[src/rtl/bsg_dmc_pkg.sv]
// Shared DMC definitions: app command encodings, traffic-generator FSM states
// and the pattern LFSR step used by write and check generators.
package bsg_dmc_pkg;

    typedef enum logic [2:0] {
        WR = 3'b000,
        RD = 3'b001
    } app_cmd_e;

    typedef enum logic [2:0] {
        TG_IDLE     = 3'd0,
        TG_WR_CMD   = 3'd1,
        TG_WR_DATA  = 3'd2,
        TG_RD_CMD   = 3'd3,
        TG_RD_DRAIN = 3'd4,
        TG_DONE     = 3'd5
    } tg_state_e;

    localparam logic [31:0] bsg_dmc_tg_lfsr_taps_gp = 32'h8020_0003;

    // Right-shifting Galois step: the bit shifted out selects the tap XOR.
    function automatic logic [31:0] bsg_dmc_tg_lfsr_next(input logic [31:0] s);
        return {1'b0, s[31:1]} ^ (s[0] ? bsg_dmc_tg_lfsr_taps_gp : 32'h0);
    endfunction

endpackage

[src/rtl/bsg_dmc_pattern_gen.sv]
// Pseudo-random beat source: a 32-bit Galois LFSR whose state is replicated
// across the beat width. load_i reseeds, yumi_i advances to the next value.
module bsg_dmc_pattern_gen
    import bsg_dmc_pkg::*;
#(
    parameter int width_p = 128
) (
    input  logic               clk_i,
    input  logic               reset_i,
    input  logic               load_i,
    input  logic [31:0]        seed_i,
    input  logic               yumi_i,
    output logic [width_p-1:0] data_o
);

    logic [31:0] state_q, state_d;

    always_comb begin
        state_d = state_q;
        if (load_i) begin
            // An all-zero LFSR never leaves zero, so a zero seed becomes 1.
            state_d = (seed_i == 32'h0) ? 32'h1 : seed_i;
        end else if (yumi_i) begin
            state_d = bsg_dmc_tg_lfsr_next(state_q);
        end
    end

    always_ff @(posedge clk_i) begin
        if (reset_i) begin
            state_q <= 32'h1;
        end else begin
            state_q <= state_d;
        end
    end

    always_comb begin
        data_o = '0;
        for (int i = 0; i < width_p; i++) begin
            data_o[i] = state_q[i % 32];
        end
    end

endmodule

[src/rtl/bsg_dmc_ui_traffic_gen.sv]
// UI-side traffic generator: writes N pseudo-random bursts, reads them back
// and counts beats that disagree with the regenerated pattern.
module bsg_dmc_ui_traffic_gen
    import bsg_dmc_pkg::*;
#(
    parameter int ui_addr_width_p    = 28,
    parameter int ui_data_width_p    = 128,
    parameter int burst_data_width_p = 256,
    parameter int num_txn_width_p    = 16,
    parameter int addr_stride_p      = burst_data_width_p >> 3
) (
    input  logic                         ui_clk_i,
    input  logic                         ui_clk_sync_rst_i,
    input  logic                         dfi_init_calib_complete_i,

    input  logic                         start_i,
    input  logic [num_txn_width_p-1:0]   num_txn_i,
    input  logic [ui_addr_width_p-1:0]   base_addr_i,
    input  logic [31:0]                  seed_i,
    output logic                         busy_o,
    output logic                         done_o,
    output logic                         error_o,
    output logic [15:0]                  error_count_o,

    output logic [ui_addr_width_p-1:0]   app_addr_o,
    output app_cmd_e                     app_cmd_o,
    output logic                         app_en_o,
    input  logic                         app_rdy_i,

    output logic                         app_wdf_wren_o,
    output logic [ui_data_width_p-1:0]   app_wdf_data_o,
    output logic [ui_data_width_p/8-1:0] app_wdf_mask_o,
    output logic                         app_wdf_end_o,
    input  logic                         app_wdf_rdy_i,

    input  logic                         app_rd_data_valid_i,
    input  logic [ui_data_width_p-1:0]   app_rd_data_i,
    input  logic                         app_rd_data_end_i,

    output logic                         app_ref_req_o,
    output logic                         app_zq_req_o,
    output logic                         app_sr_req_o
);

    // Handshakes: a command transfers on a cycle with app_en_o && app_rdy_i,
    // a write beat on app_wdf_wren_o && app_wdf_rdy_i; an offered item holds
    // every field stable until it transfers. Read beats have no back-pressure.

    localparam int burst_len_lp = burst_data_width_p / ui_data_width_p;
    localparam int beat_w_lp    = (burst_len_lp > 1) ? $clog2(burst_len_lp) : 1;
    localparam logic [beat_w_lp-1:0]       last_beat_lp = beat_w_lp'(burst_len_lp - 1);
    localparam logic [ui_addr_width_p-1:0] stride_lp    = ui_addr_width_p'(addr_stride_p);

    tg_state_e                   state_q;
    logic [num_txn_width_p-1:0]  num_q, t_q, rtxn_q;
    logic [ui_addr_width_p-1:0]  base_q, app_addr_q;
    app_cmd_e                    app_cmd_q;
    logic                        app_en_q, wren_q, wend_q;
    logic [ui_data_width_p-1:0]  wdata_q;
    logic [beat_w_lp-1:0]        wbeat_q, rbeat_q;
    logic                        busy_q, done_q, error_q;
    logic [15:0]                 error_count_q;

    logic                        start_accept, rd_active, rd_beat_last, rd_mismatch;
    logic                        t_last, cmd_fire, wdf_fire, wbeat_last;
    logic                        wr_yumi, chk_yumi;
    logic [num_txn_width_p-1:0]  rd_txn_next;
    logic [ui_data_width_p-1:0]  wr_data, chk_data;

    assign start_accept = ((state_q == TG_IDLE) || (state_q == TG_DONE))
                          && start_i && dfi_init_calib_complete_i;
    assign rd_active    = (state_q == TG_RD_CMD) || (state_q == TG_RD_DRAIN);
    assign rd_beat_last = (rbeat_q == last_beat_lp);
    assign rd_mismatch  = (app_rd_data_i != chk_data) || (app_rd_data_end_i != rd_beat_last);
    assign rd_txn_next  = rtxn_q
                          + num_txn_width_p'(app_rd_data_valid_i && rd_active && rd_beat_last);
    assign t_last       = (t_q == (num_q - num_txn_width_p'(1)));
    assign cmd_fire     = app_en_q && app_rdy_i;
    assign wdf_fire     = wren_q && app_wdf_rdy_i;
    assign wbeat_last   = (wbeat_q == last_beat_lp);

    // The write generator advances whenever its current value is captured
    // into the beat register, so the next beat is ready with no bubble.
    assign wr_yumi  = ((state_q == TG_WR_CMD) && cmd_fire)
                      || ((state_q == TG_WR_DATA) && wdf_fire && !wbeat_last);
    assign chk_yumi = app_rd_data_valid_i && rd_active;

    bsg_dmc_pattern_gen #(.width_p(ui_data_width_p)) wr_gen (
        .clk_i   (ui_clk_i),
        .reset_i (ui_clk_sync_rst_i),
        .load_i  (start_accept),
        .seed_i  (seed_i),
        .yumi_i  (wr_yumi),
        .data_o  (wr_data)
    );

    bsg_dmc_pattern_gen #(.width_p(ui_data_width_p)) chk_gen (
        .clk_i   (ui_clk_i),
        .reset_i (ui_clk_sync_rst_i),
        .load_i  (start_accept),
        .seed_i  (seed_i),
        .yumi_i  (chk_yumi),
        .data_o  (chk_data)
    );

    always_ff @(posedge ui_clk_i) begin
        if (ui_clk_sync_rst_i) begin
            state_q       <= TG_IDLE;
            num_q         <= '0;
            t_q           <= '0;
            rtxn_q        <= '0;
            base_q        <= '0;
            app_addr_q    <= '0;
            app_cmd_q     <= WR;
            app_en_q      <= 1'b0;
            wren_q        <= 1'b0;
            wend_q        <= 1'b0;
            wdata_q       <= '0;
            wbeat_q       <= '0;
            rbeat_q       <= '0;
            busy_q        <= 1'b0;
            done_q        <= 1'b0;
            error_q       <= 1'b0;
            error_count_q <= '0;
        end else begin
            // Read checking; stray beats outside the read phase are errors too.
            if (app_rd_data_valid_i) begin
                if (rd_active) begin
                    rbeat_q <= rd_beat_last ? '0 : rbeat_q + beat_w_lp'(1);
                    rtxn_q  <= rd_txn_next;
                end
                if (!rd_active || rd_mismatch) begin
                    error_q <= 1'b1;
                    if (error_count_q != 16'hFFFF) begin
                        error_count_q <= error_count_q + 16'd1;
                    end
                end
            end

            case (state_q)
                TG_IDLE, TG_DONE: begin
                    if (start_accept) begin
                        num_q         <= num_txn_i;
                        base_q        <= base_addr_i;
                        t_q           <= '0;
                        rtxn_q        <= '0;
                        wbeat_q       <= '0;
                        rbeat_q       <= '0;
                        error_q       <= 1'b0;
                        error_count_q <= '0;
                        if (num_txn_i == '0) begin
                            state_q <= TG_DONE;
                            busy_q  <= 1'b0;
                            done_q  <= 1'b1;
                        end else begin
                            state_q    <= TG_WR_CMD;
                            busy_q     <= 1'b1;
                            done_q     <= 1'b0;
                            app_en_q   <= 1'b1;
                            app_cmd_q  <= WR;
                            app_addr_q <= base_addr_i;
                        end
                    end
                end

                TG_WR_CMD: begin
                    if (cmd_fire) begin
                        state_q  <= TG_WR_DATA;
                        app_en_q <= 1'b0;
                        wren_q   <= 1'b1;
                        wdata_q  <= wr_data;
                        wend_q   <= (last_beat_lp == '0);
                        wbeat_q  <= '0;
                    end
                end

                TG_WR_DATA: begin
                    if (wdf_fire) begin
                        if (wbeat_last) begin
                            wren_q   <= 1'b0;
                            wend_q   <= 1'b0;
                            app_en_q <= 1'b1;
                            if (t_last) begin
                                state_q    <= TG_RD_CMD;
                                t_q        <= '0;
                                app_cmd_q  <= RD;
                                app_addr_q <= base_q;
                            end else begin
                                state_q    <= TG_WR_CMD;
                                t_q        <= t_q + num_txn_width_p'(1);
                                app_addr_q <= app_addr_q + stride_lp;
                            end
                        end else begin
                            wbeat_q <= wbeat_q + beat_w_lp'(1);
                            wdata_q <= wr_data;
                            wend_q  <= ((wbeat_q + beat_w_lp'(1)) == last_beat_lp);
                        end
                    end
                end

                TG_RD_CMD: begin
                    if (cmd_fire) begin
                        if (t_last) begin
                            state_q  <= TG_RD_DRAIN;
                            app_en_q <= 1'b0;
                            t_q      <= '0;
                        end else begin
                            t_q        <= t_q + num_txn_width_p'(1);
                            app_addr_q <= app_addr_q + stride_lp;
                        end
                    end
                end

                TG_RD_DRAIN: begin
                    if (rd_txn_next >= num_q) begin
                        state_q <= TG_DONE;
                        busy_q  <= 1'b0;
                        done_q  <= 1'b1;
                    end
                end

                default: begin
                    state_q <= TG_IDLE;
                end
            endcase
        end
    end

    assign busy_o         = busy_q;
    assign done_o         = done_q;
    assign error_o        = error_q;
    assign error_count_o  = error_count_q;
    assign app_addr_o     = app_addr_q;
    assign app_cmd_o      = app_cmd_q;
    assign app_en_o       = app_en_q;
    assign app_wdf_wren_o = wren_q;
    assign app_wdf_data_o = wdata_q;
    assign app_wdf_mask_o = '0;
    assign app_wdf_end_o  = wend_q;
    assign app_ref_req_o  = 1'b0;
    assign app_zq_req_o   = 1'b0;
    assign app_sr_req_o   = 1'b0;

endmodule
[config.mk]
export PLATFORM = sky130hd
export DESIGN_NAME = bsg_dmc_ui_traffic_gen
export DESIGN_NICKNAME = d
export VERILOG_FILES = /design/src/rtl/bsg_dmc_pkg.sv /design/src/rtl/bsg_dmc_pattern_gen.sv /design/src/rtl/bsg_dmc_ui_traffic_gen.sv
export SDC_FILE = /design/constraint.sdc
export NUM_CORES = 1
export LEC_CHECK = 0
export CAP_MARGIN = 5
export CORE_MARGIN = 2
export CORE_UTILIZATION = 48
export DETAILED_ROUTE_END_ITERATION = 7
export GPL_TIMING_DRIVEN = 0
export PLACE_DENSITY = 0.87
export RECOVER_POWER = 25
export SYNTH_ARGS = -nofsm -noshare
export SYNTH_HDL_FRONTEND = slang
export SYNTH_SLANG_ARGS = --single-unit
[constraint.sdc]
create_clock -name ui_clk_i -period 4.7 [get_ports ui_clk_i]
set_input_delay 0.705 -clock ui_clk_i [delete_from_list [all_inputs] [get_ports ui_clk_i]]
set_output_delay 0.705 -clock ui_clk_i [all_outputs]
set_load 0.01 [all_outputs]
==> results summary <==
The run finished with clean final reports. The final worst slack is about 0.33 ns. The via count of the routed design came out at roughly 14000. TritonCTS built the clock tree. The biggest area contributor in the post-synthesis netlist is dfxtp_1. The overflow left after global routing came out at 0. The average cell area after synthesis came out at 7.80 sq um. Relative to the synthesized area, the layout overhead comes to 40.0%. The cell area power density is roughly 320 mW/mm^2.

In this run the remaining antenna-violating nets after routing total 0. The overall global routing resource usage is between 30% and 40%. The final worst-path cycle share is 93.0%.

The fraction of layout instances using a drive strength above 1 came out at roughly 8.7%. The distinct cell type count after synthesis came out at 73. met2 is the most crowded layer. The area of the core came out at around 0.027 sq mm.

Of all nets on the critical path, the largest fanout is 10. By area the synthesized netlist is led by dfxtp_1, nand2_1, xnor2_1. The fraction of post-synthesis cell area in the top cell type by area is a little over a third. The leading register cell type out of synthesis is dfxtp_1. STA classifies the critical path endpoint as a flip-flop. The number of search-and-repair iterations in the first detailed-routing pass came out at 5. In the final routed layout, each cell accounts on average for 19.6 um. The clock sink count came out at 228. The I/O pin count is slightly above 400. In the global route stage, met2 resource usage came out at approximately 53%. The number of synthesized flops with an enable pin is 0. The final net count came out at 2358. IR analysis of the VDD net gives a maximum drop of roughly 240 uV. The transition time of the tightest slew-check pin is between 1 and 1.5 ns. The final hold violation count is 0. The final estimated routing congestion in global placement came out at 0.970. The final hold slack came out at 0.456 ns. After floorplanning, the core was divided into 60 placement rows. The number of setup violations in the final report is 0. Setup repair after global routing left no endpoint under its margin. The detail-routed via count per cell came out at a little under 6.

The leakage power is between 7 and 8 nW. The CTS buffer count is 25. The count of routing violations after the opening detailed-route iteration is 1248. The pin count of the biggest net entering global routing is 14. The first-pass GRT wire length came out at approximately 73000 um.

The via count of the first global-routing pass came out at 13526. The clock skew is roughly 0.015 ns. The clock insertion delay at the later pin of the skew report is ~0.53 ns. The worst hold path class is flip-flop to flip-flop. The startpoint type of the worst setup path is a flip-flop. The maximum buffer depth of the clock tree is 3. The met1 track demand over resource in global routing is between 40% and 50%. The cell sitting at the root of the clock tree is a clkbuf_16. The setup TNS after final layout came out at 0 ns.

The initial antenna violation count is 3. The highest achievable clock rate is ~0.23 GHz. The synthesized area is roughly 0.013 sq mm.

The number of hold-repair buffers added at the cts stage is 0. The layout has roughly 2200 filler cells. In the layout the commonest cells are nand2_1, clkdlybuf4s50_1, dfxtp_1, a21oi_1. In this run, synthesis produced a sequential element count of 228. The floorplan die height came out at between 150 and 200 um.

The clock edge transition at the registers on the reported setup and hold paths came out at around 0.06 ns. The die covers roughly 0.029 sq mm. The setup slack after placement is about 0.092 ns. The worst path required time came out at approximately 5.1 ns. The number of max-capacitance violations reported came out at 0. The portion of the post-synthesis area used by sequential elements came out at approximately a third. Leaving out fill and tap cells, the most frequent cell in the layout is nand2_1. The worst slew slack as a fraction of its limit is 27.2%. For this run, asynchronously set or reset flops after synthesis account for 0%. Detailed placement ended at an HPWL of approximately 38000 um. The instance count of the mapped netlist came out at 1688. The class of the most critical setup path is flip-flop to flip-flop.

Yosys printed 0 warnings. The total count of max-transition violations in the final report came to 0. The arrival time at the worst endpoint came out at about 4.8 ns. After layout, the design draws a total of between 5 and 6 mW. The count of placed standard cells including taps is 2438.

The maximum level of the CTS H-tree is 1. The number of buffers added on ports is a little under 400. The final instance count without filler cells is 2484.

The starting density of the core came out at between 40 and 50%. The worst path needs ~4.4 ns of the cycle, external delays included. The routing usage on met3 came out at under 10%.

The die boundary width came out at between 150 and 200 um. The aggregate routed wire length is between 40000 and 50000 um. The number of remaining DRC errors is 0.
## final timing paths
check | start | end | slack [ns] | depth (start not counted)
max | state_q[0] | state_q[0] | 0.33 | 21
min | base_q[3] | base_q[3] | 0.46 | 2
max reg2reg | state_q[0] | state_q[0] | 0.33 | 21
min reg2reg | base_q[3] | base_q[3] | 0.46 | 2
## layer usage
layer / up-vias / routed length, um
li1: 6602 / -
met1: 6733 / 19300
met2: 850 / 22800
met3: 128 / 4850
met4: 0 / 1770
met5: - / 0
## cells by family (layout without fill, tap and decap cells)
kind of cell | after synthesis | in the layout | share of synthesized area (%)
simple gates | 644 | 644 | 22.8
xor+xnor | 165 | 165 | 11.0
fa+ha+maj | 22 | 22 | 2.09
buf+inv | 242 | 674 | 10.4
flops | 228 | 228 | 34.7
compound gates | 352 | 352 | 16.2
mux | 34 | 34 | 2.74
other cells | 1 | 24 | 0.0285
## Yosys cell counts (6+ instances only)
library cell	n
a21o_1	12
a21oi_1	147
a22oi_1	14
a31oi_1	39
and2_1	6
and3_1	36
and4_1	7
buf_1	6
buf_4	120
clkbuf_1	83
dfxtp_1	228
ha_1	22
inv_1	30
mux2_1	14
mux2i_1	18
nand2_1	315
nand3_1	40
nand4_1	35
nor2_1	91
nor2b_1	9
nor3_1	39
nor4_1	20
o211a_1	8
o211ai_1	13
o21ai_0	43
o21ai_1	19
o22ai_1	10
or3_1	17
xnor2_1	121
xor2_1	44
## flip-flops by register name, summed over array words and instances (netlist names)
name             flops
app_en_o             1
state_q              3
app_wdf_wren_o       1
num_q               16
app_cmd_o            1
busy_o               1
done_o               1
rbeat_q              1
wbeat_last           1
base_q              28
error_o              1
app_wdf_data_o      32
rtxn_q              16
wr_gen.state_q      32
chk_gen.state_q     32
app_wdf_end_o        1
error_count_o       16
app_addr_o          28
t_q                 16
## stage by stage
stage          cell area [sq um]  util [%]
2_1_floorplan              13200         -
3_3_place_gp               17600      65.1
3_5_place_dp               17600      65.1
4_1_cts                    18400      68.3
5_1_grt                    18400      68.4
6_report                   18400      68.4
## final cells by class
| class | instances | area [sq um] | area share [%] |
|---|---|---|---|
| Multi-Input combinational cell | 1238 | 7320 | 39.7 |
| Sequential cell | 228 | 4570 | 24.8 |
| Timing Repair Buffer | 390 | 3900 | 21.2 |
| Buffer | 211 | 1250 | 6.80 |
| Clock buffer | 35 | 743 | 4.03 |
| Tap cell | 341 | 427 | 2.31 |
| Inverter | 30 | 113 | 0.611 |
| Clock inverter | 8 | 101 | 0.550 |
| Antenna cell | 3 | 7.51 | 0.0407 |
## repair_timing
action / 4_1_cts / 5_1_grt
setup endpoints to repair: 0 / 3
buffers inserted: 0 / 0
gates resized for setup: 0 / 6
## power by group
| part | leakage (nW) | internal [mW] | switching (mW) | total, mW |
|---|---|---|---|---|
| combinational | 5.01 | 0.729 | 0.823 | 1.55 |
| sequential | 1.86 | 2.09 | 0.173 | 2.26 |
| clock | 0.421 | 1.21 | 0.815 | 2.02 |
| total | 7.29 | 4.03 | 1.81 | 5.84 |
## worst max-delay path, stage by stage, from the launching register on
cell,delay [ns]
dfxtp_1,0.30
clkbuf_1,0.21
nor2_1,0.22
nand2_2,0.15
nand2_1,0.13
and3_1,0.17
ha_1,0.17
ha_1,0.22
nand3_1,0.16
nor2_1,0.24
and3_1,0.25
and3_1,0.25
nand3_1,0.19
nor2_1,0.17
xor2_1,0.18
ha_1,0.26
a21o_1,0.17
a21oi_1,0.29
nand2_1,0.09
a21oi_1,0.17
o21ai_0,0.12
o311a_1,0.14
Note: power is estimated with default switching activity, not from simulation.
